==> src/rtl/out_uart_tx.sv <==
// Byte-output FIFO feeding an 8N1 UART transmitter with sticky overflow.
// Define OUT_UART_PARITY_EN to add an even-parity bit to each frame.
module out_uart_tx #(
    parameter int CLKS_PER_BIT = 16,
    parameter int FIFO_DEPTH   = 8,
    parameter int CNT_W        = 4
) (
    input  logic             clk,
    input  logic             reset,
    input  logic [7:0]       in_data,
    input  logic             in_valid,
    output logic             tx,
    output logic             busy,
    output logic             full,
    output logic [CNT_W-1:0] level,
    output logic             overflow
);

    localparam int PW = $clog2(FIFO_DEPTH);
    localparam int BW = $clog2(CLKS_PER_BIT);
    localparam logic [BW-1:0] BAUD_MAX = BW'(CLKS_PER_BIT - 1);
    localparam logic [CNT_W-1:0] LVL_FULL = CNT_W'(FIFO_DEPTH);

`ifdef OUT_UART_PARITY_EN
    typedef enum logic [2:0] {IDLE, START, DATA, PARITY, STOP} state_t;
`else
    typedef enum logic [1:0] {IDLE, START, DATA, STOP} state_t;
`endif

    logic [7:0]       mem [FIFO_DEPTH];
    logic [PW-1:0]    wptr;
    logic [PW-1:0]    rptr;
    logic [CNT_W-1:0] level_nxt;
    state_t           state;
    logic [BW-1:0]    baud;
    logic [2:0]       bit_idx;
    logic [7:0]       shift;
`ifdef OUT_UART_PARITY_EN
    logic             par;
`endif
    logic             push;
    logic             pop;
    logic             bit_end;

    always_comb begin
        push      = in_valid && !full;
        bit_end   = (baud == BAUD_MAX);
        pop       = (level != '0) &&
                    ((state == IDLE) || ((state == STOP) && bit_end));
        level_nxt = level;
        if (push && !pop)
            level_nxt = level + CNT_W'(1);
        else if (pop && !push)
            level_nxt = level - CNT_W'(1);
    end

    always_ff @(posedge clk) begin
        if (push)
            mem[wptr] <= in_data;
    end

    always_ff @(posedge clk or negedge reset) begin
        if (!reset) begin
            wptr     <= '0;
            rptr     <= '0;
            level    <= '0;
            full     <= 1'b0;
            overflow <= 1'b0;
        end else begin
            if (push)
                wptr <= wptr + PW'(1);
            if (pop)
                rptr <= rptr + PW'(1);
            level <= level_nxt;
            full  <= (level_nxt == LVL_FULL);
            // full is the pre-edge value, so a same-edge pop cannot save the byte
            if (in_valid && full)
                overflow <= 1'b1;
        end
    end

    always_ff @(posedge clk or negedge reset) begin
        if (!reset) begin
            state   <= IDLE;
            tx      <= 1'b1;
            busy    <= 1'b0;
            baud    <= '0;
            bit_idx <= '0;
            shift   <= '0;
`ifdef OUT_UART_PARITY_EN
            par     <= 1'b0;
`endif
        end else begin
            if (state == IDLE || bit_end)
                baud <= '0;
            else
                baud <= baud + BW'(1);

            unique case (state)
                IDLE: begin
                    if (pop) begin
                        shift <= mem[rptr];
`ifdef OUT_UART_PARITY_EN
                        par   <= ^mem[rptr];
`endif
                        state <= START;
                        tx    <= 1'b0;
                        busy  <= 1'b1;
                    end
                end
                START: begin
                    if (bit_end) begin
                        state   <= DATA;
                        bit_idx <= '0;
                        tx      <= shift[0];
                    end
                end
                DATA: begin
                    if (bit_end) begin
                        shift <= shift >> 1;
                        if (bit_idx == 3'd7) begin
`ifdef OUT_UART_PARITY_EN
                            state <= PARITY;
                            tx    <= par;
`else
                            state <= STOP;
                            tx    <= 1'b1;
`endif
                        end else begin
                            bit_idx <= bit_idx + 3'd1;
                            tx      <= shift[1];
                        end
                    end
                end
`ifdef OUT_UART_PARITY_EN
                PARITY: begin
                    if (bit_end) begin
                        state <= STOP;
                        tx    <= 1'b1;
                    end
                end
`endif
                STOP: begin
                    if (bit_end) begin
                        // chain straight into the next frame when data waits
                        if (pop) begin
                            shift <= mem[rptr];
`ifdef OUT_UART_PARITY_EN
                            par   <= ^mem[rptr];
`endif
                            state <= START;
                            tx    <= 1'b0;
                        end else begin
                            state <= IDLE;
                            busy  <= 1'b0;
                        end
                    end
                end
                default: begin
                    state <= IDLE;
                    tx    <= 1'b1;
                    busy  <= 1'b0;
                end
            endcase
        end
    end

endmodule

==> config.mk <==
export PLATFORM = sky130hd
export DESIGN_NAME = out_uart_tx
export DESIGN_NICKNAME = d
export VERILOG_FILES = /design/src/rtl/out_uart_tx.sv
export SDC_FILE = /design/constraint.sdc
export NUM_CORES = 1
export LEC_CHECK = 0
export CORE_AREA = 3 3 101 103
export CTS_BUF_LIST = sky130_fd_sc_hd__clkbuf_8
export DETAILED_ROUTE_END_ITERATION = 10
export DIE_AREA = 0 0 104 106
export PLACE_DENSITY = 0.71
export SYNTH_ARGS = -nofsm -noshare
export SYNTH_HDL_FRONTEND = slang
export SYNTH_SLANG_ARGS = --single-unit
==> constraint.sdc <==
create_clock -name clk -period 4.45 [get_ports clk]
set_clock_uncertainty 0.2 [all_clocks]
set_input_delay 0.89 -clock clk [delete_from_list [all_inputs] [get_ports clk]]
set_output_delay 0.89 -clock clk [all_outputs]
set_load 0.01 [all_outputs]
==> results of run 1 <==
-- worst register-to-register path, cell delays in order (launching register included) --
cell     delay [ns]
dfrtp_1        1.01
mux4_1         0.72
mux2_2         0.29
mux2i_1        0.19
o21ai_1        0.08
-- placed cells by master (no fill, tap or decap), types with 4 or more instances in the layout --
master and n:
edfxtp_1 64, dfrtp_1 30, nand2_1 25, clkdlybuf4s50_1 18, ha_1 13, nor2_1 9, o21ai_0 9, mux2i_1 9
mux4_1 9, clkbuf_8 9, mux2_2 8, nor3_1 7, mux4_2 7, o21ai_1 7, xnor2_1 6, a21oi_1 6
buf_4 6, inv_1 5, nand2b_1 4
-- stage by stage --
step / setup slack [ns] / total power, mW
detailed placement: 1.37 / 1.56
finish: 1.78 / 2.07
global placement: 1.41 / 1.54
global route: 1.63 / 2.18
floorplan: 1.92 / 1.39
CTS: 1.74 / 2.10
-- cell type report --
class,instances,area (µm²)
Sequential cell,95,2700
Multi-Input combinational cell,156,1380
Clock buffer,9,124
Clock inverter,7,63.8
Timing Repair Buffer,24,225
Tap cell,129,161
Fill cell,816,4610
Inverter,5,18.8
-- sequential cells by signal, indices dropped and copies added, names as in the netlist --
signal / flops
full: 1
bit_idx: 3
busy: 1
tx: 1
baud: 4
overflow: 1
wptr: 3
rptr: 3
level: 4
mem: 64
shift: 8
state: 2
-- power by group --
part / switching [mW] / total, mW / internal [mW] / leakage [nW]
sequential: 0.0822 / 1.16 / 1.08 / 0.958
clock: 0.314 / 0.531 / 0.217 / 0.0956
combinational: 0.192 / 0.375 / 0.182 / 0.714
total: 0.589 / 2.07 / 1.48 / 1.77
-- how the worst max path moves through the flow --
stage | slack [ns] | end | cells after the start
2_1_floorplan | 1.92 | mem[0][0] | 3
3_3_place_gp | 1.41 | mem[5][1] | 4
3_5_place_dp | 1.37 | mem[5][1] | 4
4_1_cts | 1.74 | mem[5][0] | 4
5_1_grt | 1.63 | mem[5][0] | 4
6_report | 1.78 | mem[5][0] | 4
-- layer usage --
layer	track usage [%]	vias up	part of all wire, %
met5	0	-	0
met4	5.98	0	1.3
met3	2.61	5	2.7
met2	21.7	33	48
met1	19.2	1122	48
li1	-	1079	-
-- logic make-up (layout without fill, tap and decap cells) --
group / after synthesis / in the layout
adders and majority gates: 13 / 13
xor gates and xnor gates: 9 / 9
buffers and inverters: 16 / 45
and+or+nand+nor: 61 / 61
DFF: 95 / 95
muxes: 33 / 33
AOI/OAI and AO/OA: 40 / 40
==> impl_metrics.py, run 1 <==
metrics = {
    "synthesis": {
        "synth_top_family_by_area": "multiplexers",
        "ys_ff_latch": 95,
        "ys_types": 45,
        "yosysTopAreaCell": "edfxtp_1",
        "syn-cell-area_um2": 4180,
        "synth_edf_count": 64,
        "yosysMostFrequentCell": "edfxtp_1",
        "synth-xor-area-share_pct": 1.89,
        "synthTopCellsByArea": "edfxtp_1 (46%), dfrtp_1 (18%), mux4_1 (5.7%)",
        "synth.area.mux_share_pct": 13.8,
        "synth-main-ff-cell": "edfxtp_1",
        "synthSimpleGateAreaFrac_pct": 7.25,
        "synth_fa_ha_area_share_pct": 3.89,
        "synthTopCellsByCount": "edfxtp_1 (64), dfrtp_1 (30), nand2_1 (25)",
        "synth_compound_area_share_pct": 6.26,
        "yosysSeqAreaShare_pct": 64.6,
        "synth_warnings": 0,
        "ys_async_sr_fraction_pct": 32.6,
        "synth_nets": 291,
        "netlist.area_leader.share_pct": 46.0,
        "syn_inst": 267,
        "syn_avg_cell_area_um2": 15.6,
    },
    "floorplan": {
        "std_cell_rows": 35,
        "initial_utilization_pct": 45.0,
        "die-area_um2": 11000,
        "die_w_um": 104,
        "coreArea_um2": 9280,
        "ioPinCount": 19,
        "die_y_um": 106,
    },
    "drt": {
        "drtAntennaViolNets": 0,
        "via_per_inst": 5.27,
        "drt_iter0_drc": 167,
        "drc_errors": 0,
        "wirelength_mm": 7.11,
        "wire_per_inst_um": 16.7,
        "first_pass_iters": 5,
        "vias": 2239,
    },
    "setup_path": {
        "crit_chain": "clkdlybuf4s50_1 -> nor2b_1 -> nand2_1 -> nor2_1",
        "critPathLaunchType": "input pin",
        "ff2ff_setup_slack_ns": 1.85,
        "worstPathRequired_ns": 4.24,
        "critPathCaptureType": "flop",
        "crit_fanout": 8,
        "max_stage_delay_ns": 0.54,
        "slowest_stage": "nor2_1",
        "crit_type": "in2reg",
        "arrival_ns": 2.46,
        "cp_num_buf_inv": 1,
        "r2r-start": "rptr[0]",
        "rr_worst_depth": 4,
        "cp_top_family": "simple AND/OR/NAND/NOR gates",
        "critPathLaunch": "in_valid",
        "worstReg2RegEnd": "shift[1]",
    },
    "power_and_ir_drop": {
        "vdd_drop_max_mv": 0.220,
        "power_density_nw_per_um2": 443,
        "p_leak_nw": 1.77,
    },
    "cts": {
        "post_cts_buffers": 0,
        "clk_latency_ns": 0.35,
        "cts_sinks": 95,
        "ctsResizeCount": 0,
        "cts.clk_slew.worst_paths_ns": 0.09,
        "cts_hold_buf": 0,
        "cts_tree": "built",
        "cts_made_buffers": 9,
        "clockBufferDepth": 2,
        "cts_root_buffer": "clkbuf_8",
        "cts-htree-levels": 3,
    },
    "finish": {
        "fin_cells": 425,
        "nets": 315,
        "fin_area_um2": 4670,
        "area_growth_pct": 11.9,
        "utilization_pct": 50.3,
        "drive_above_1_share_pct": 14.9,
        "antennaDiodeCount": 0,
    },
    "sta": {
        "holdWs_ns": 0.263,
        "worst_pin_slew_ns": 0.990,
        "rsz0062_at_grt": "no",
        "max_freq_ghz": 0.374,
        "relSlewSlack_pct": 34.0,
        "fin_crit_sh_pct": 60.1,
        "final-hold-violation-count": 0,
        "final.setup.tns_ns": 0,
        "drv_slew": 0,
        "period_needed_ns": 2.67,
        "setup_violations": 0,
    },
    "placed_design": {
        "place_congestion": 0.793,
        "dp_cells": 409,
        "dpl.hpwl_mm": 4.85,
        "portBuffers": 18,
        "placed_cell_area_um2": 4480,
    },
    "grt": {
        "grt_overflow": 0,
        "grt_pass1_vias": 2364,
        "grt_max_degree": 32,
        "grt.total_usage_pct": 13.9,
        "antenna_found_initial": 0,
        "grt_pass1_wl_mm": 12.0,
    },
    "worst_hold_path": {
        "hold_depth": 1,
        "hold_class": "reg2reg",
        "min_to": "overflow",
        "hold_start": "overflow",
    },
    "run_status": {
        "status": "completed",
    },
    "run": {
        "drv_cap": 0,
    },
}
No activity file was read; power rests on OpenSTA's default activity.
==> inputs of run 2 (changes only) <==
PLACE_DENSITY = 0.73   (was 0.71)
clock period = 2.4 ns   (was 4.45 ns; I/O delays follow)
==> run 2 against run 1 <==
Setup slack got worse by 1.6 ns; hold slack improved by 0.0018 ns; power increased by 85%; final cell count increased by 1.6%; largest cell class unchanged; largest power group unchanged; highest routed layer unchanged.
==> impl_metrics.py, run 2 (same netlist as run 1, synthesis figures left out) <==
metrics = {
    "finish": {
        "drive_above_1_share_pct": 17.5,
        "largest_register_ffs": 64,
        "regMostFlops": "mem",
        "nets": 323,
        "antennaDiodeCount": 0,
        "fin_area_um2": 4740,
        "final_cell_mix": "edfxtp_1 (64), dfrtp_1 (30), nand2_1 (25)",
        "area_growth_pct": 13.5,
        "largest_registers": "mem x64, shift x8",
        "layout_commonest_cell": "edfxtp_1",
    },
    "sta": {
        "relSlewSlack_pct": 51.3,
        "max_freq_ghz": 0.446,
        "final.setup.tns_ns": 0,
        "fin_crit_sh_pct": 93.3,
        "worst_pin_slew_ns": 0.730,
        "final-hold-violation-count": 0,
        "setup_violations": 0,
        "period_needed_ns": 2.24,
        "drv_slew": 0,
        "rsz0062_at_grt": "no",
    },
    "floorplan": {
        "ioPinCount": 19,
        "die_y_um": 106,
        "die-area_um2": 11000,
        "std_cell_rows": 35,
        "coreArea_um2": 9280,
        "die_w_um": 104,
        "initial_utilization_pct": 45.0,
    },
    "power_and_ir_drop": {
        "p_sw_mw": 1.08,
        "p_comb_share_pct": 19.2,
        "clkPwrFrac_pct": 24.9,
        "p_seq_share_pct": 55.9,
        "vdd_drop_max_mv": 0.476,
        "p_leak_nw": 1.81,
        "power_density_nw_per_um2": 808,
        "swShare_pct": 28.1,
        "total_power_mw": 3.83,
        "p_int_mw": 2.75,
    },
    "run_status": {
        "status": "completed",
    },
    "setup_path": {
        "max_stage_delay_ns": 0.41,
        "crit_chain": "inv_1 -> ha_1 -> buf_4 -> or2_2 -> a31oi_2 -> a22oi_1 -> xnor2_1 -> nor3b_2",
        "worstReg2RegEnd": "full",
        "r2r-start": "state[0]",
        "arrival_ns": 2.33,
        "cp_num_buf_inv": 2,
        "rr_worst_depth": 8,
        "critPathLaunchType": "flop",
        "crit_type": "reg2reg",
        "critPathCaptureType": "flop",
        "ff2ff_setup_slack_ns": 0.16,
        "worstPathRequired_ns": 2.49,
        "slowest_stage": "dfrtp_1",
        "crit_fanout": 6,
        "cp_top_family": "simple AND/OR/NAND/NOR gates",
    },
    "cts": {
        "clk_latency_ns": 0.36,
        "cts_made_buffers": 9,
        "cts_hold_buf": 0,
        "cts-htree-levels": 3,
        "post_cts_buffers": 0,
        "cts_sinks": 95,
        "clockBufferDepth": 2,
        "cts_tree": "built",
        "cts_root_buffer": "clkbuf_8",
        "cts.clk_slew.worst_paths_ns": 0.10,
        "ctsResizeCount": 0,
    },
    "grt": {
        "grt_overflow": 0,
        "antenna_found_initial": 0,
        "grt.total_usage_pct": 13.7,
        "grt_max_degree": 32,
        "grt_pass1_wl_mm": 11.7,
        "grt_pass1_vias": 2302,
    },
    "drt": {
        "first_pass_iters": 4,
        "drtAntennaViolNets": 0,
        "vias": 2253,
        "wirelength_mm": 6.88,
        "drc_errors": 0,
        "via_per_inst": 5.22,
        "wire_per_inst_um": 15.9,
        "drt_iter0_drc": 155,
    },
    "worst_hold_path": {
        "hold_depth": 2,
        "hold_class": "reg2reg",
        "min_to": "tx",
        "hold_start": "tx",
    },
    "placed_design": {
        "placed_cell_area_um2": 4560,
        "portBuffers": 18,
        "place_congestion": 0.792,
        "dpl.hpwl_mm": 4.65,
    },
    "run": {
        "drv_cap": 0,
    },
}
run 2: cell count changes in the layout (fill, tap and decap cells not counted):
cell	delta
buf_4	+7
inv_6	+3
inv_8	-3
a21o_1	-1
a21o_2	+1
a31oi_1	-1
a31oi_2	+1
buf_12	+1
clkinv_2	-1
run 2: how the worst max path moves through the flow:
stage,from,to,cells past startpoint
4_1_cts,state[0],full,8
5_1_grt,state[0],full,8
6_report,state[0],full,8
3_5_place_dp,in_valid,mem[4][6],5
2_1_floorplan,full,mem[0][0],3
3_3_place_gp,in_valid,mem[4][6],5
run 2: per-stage QoR:
stage / worst slack (ns) / hold slack [ns] / instances / utilization (%)
final: 0.160 / 0.264 / 432 / 51.1
after detailed placement: 0.00303 / 0.253 / 417 / 49.1
after global routing: 0.0241 / 0.296 / 432 / 51.1
after global placement: 0.0678 / 0.244 / 417 / 49.1
after CTS: 0.128 / 0.268 / 432 / 51.0
after floorplan: 0.235 / -0.0156 / 267 / -
run 2: per-layer routing:
layer  wire length, µm  vias to the layer above  part of all wire [%]  global-route usage [%]
met1              3240                     1116                    47                    18.1
li1                  -                     1096                     -                       -
met3               195                        8                   2.8                    2.91
met2              3320                       33                    48                    22.2
met4               114                        0                   1.7                    5.70
met5                 0                        -                     0                       0
run 2: power groups by stage:
stage	combinational, mW	sequential (mW)	clock, mW
3_5_place_dp	0.741	2.18	0
5_1_grt	0.823	2.17	1.05
2_1_floorplan	0.400	2.18	0
6_report	0.735	2.14	0.954
4_1_cts	0.747	2.14	0.976
3_3_place_gp	0.723	2.16	0
run 2: layout make-up:
| class | instances | area [µm²] |
|---|---|---|
| clock buffer | 9 | 124 |
| clock inverter | 6 | 51.3 |
| fill | 778 | 4540 |
| inverter | 5 | 18.8 |
| multi-input combinational | 156 | 1390 |
| sequential | 95 | 2700 |
| tap | 129 | 161 |
| timing repair buffer | 32 | 298 |
run 2: worst register-to-register path: cells and delay by family (launching register included):
kind / cells / cell delay [ns]
AND/OR/NAND/NOR: 2 / 0.49
flip-flops: 1 / 0.41
AO/OA/AOI/OAI: 2 / 0.34
buffers and inverters: 2 / 0.29
adder cells (fa/ha/maj): 1 / 0.26
XOR/XNOR: 1 / 0.17
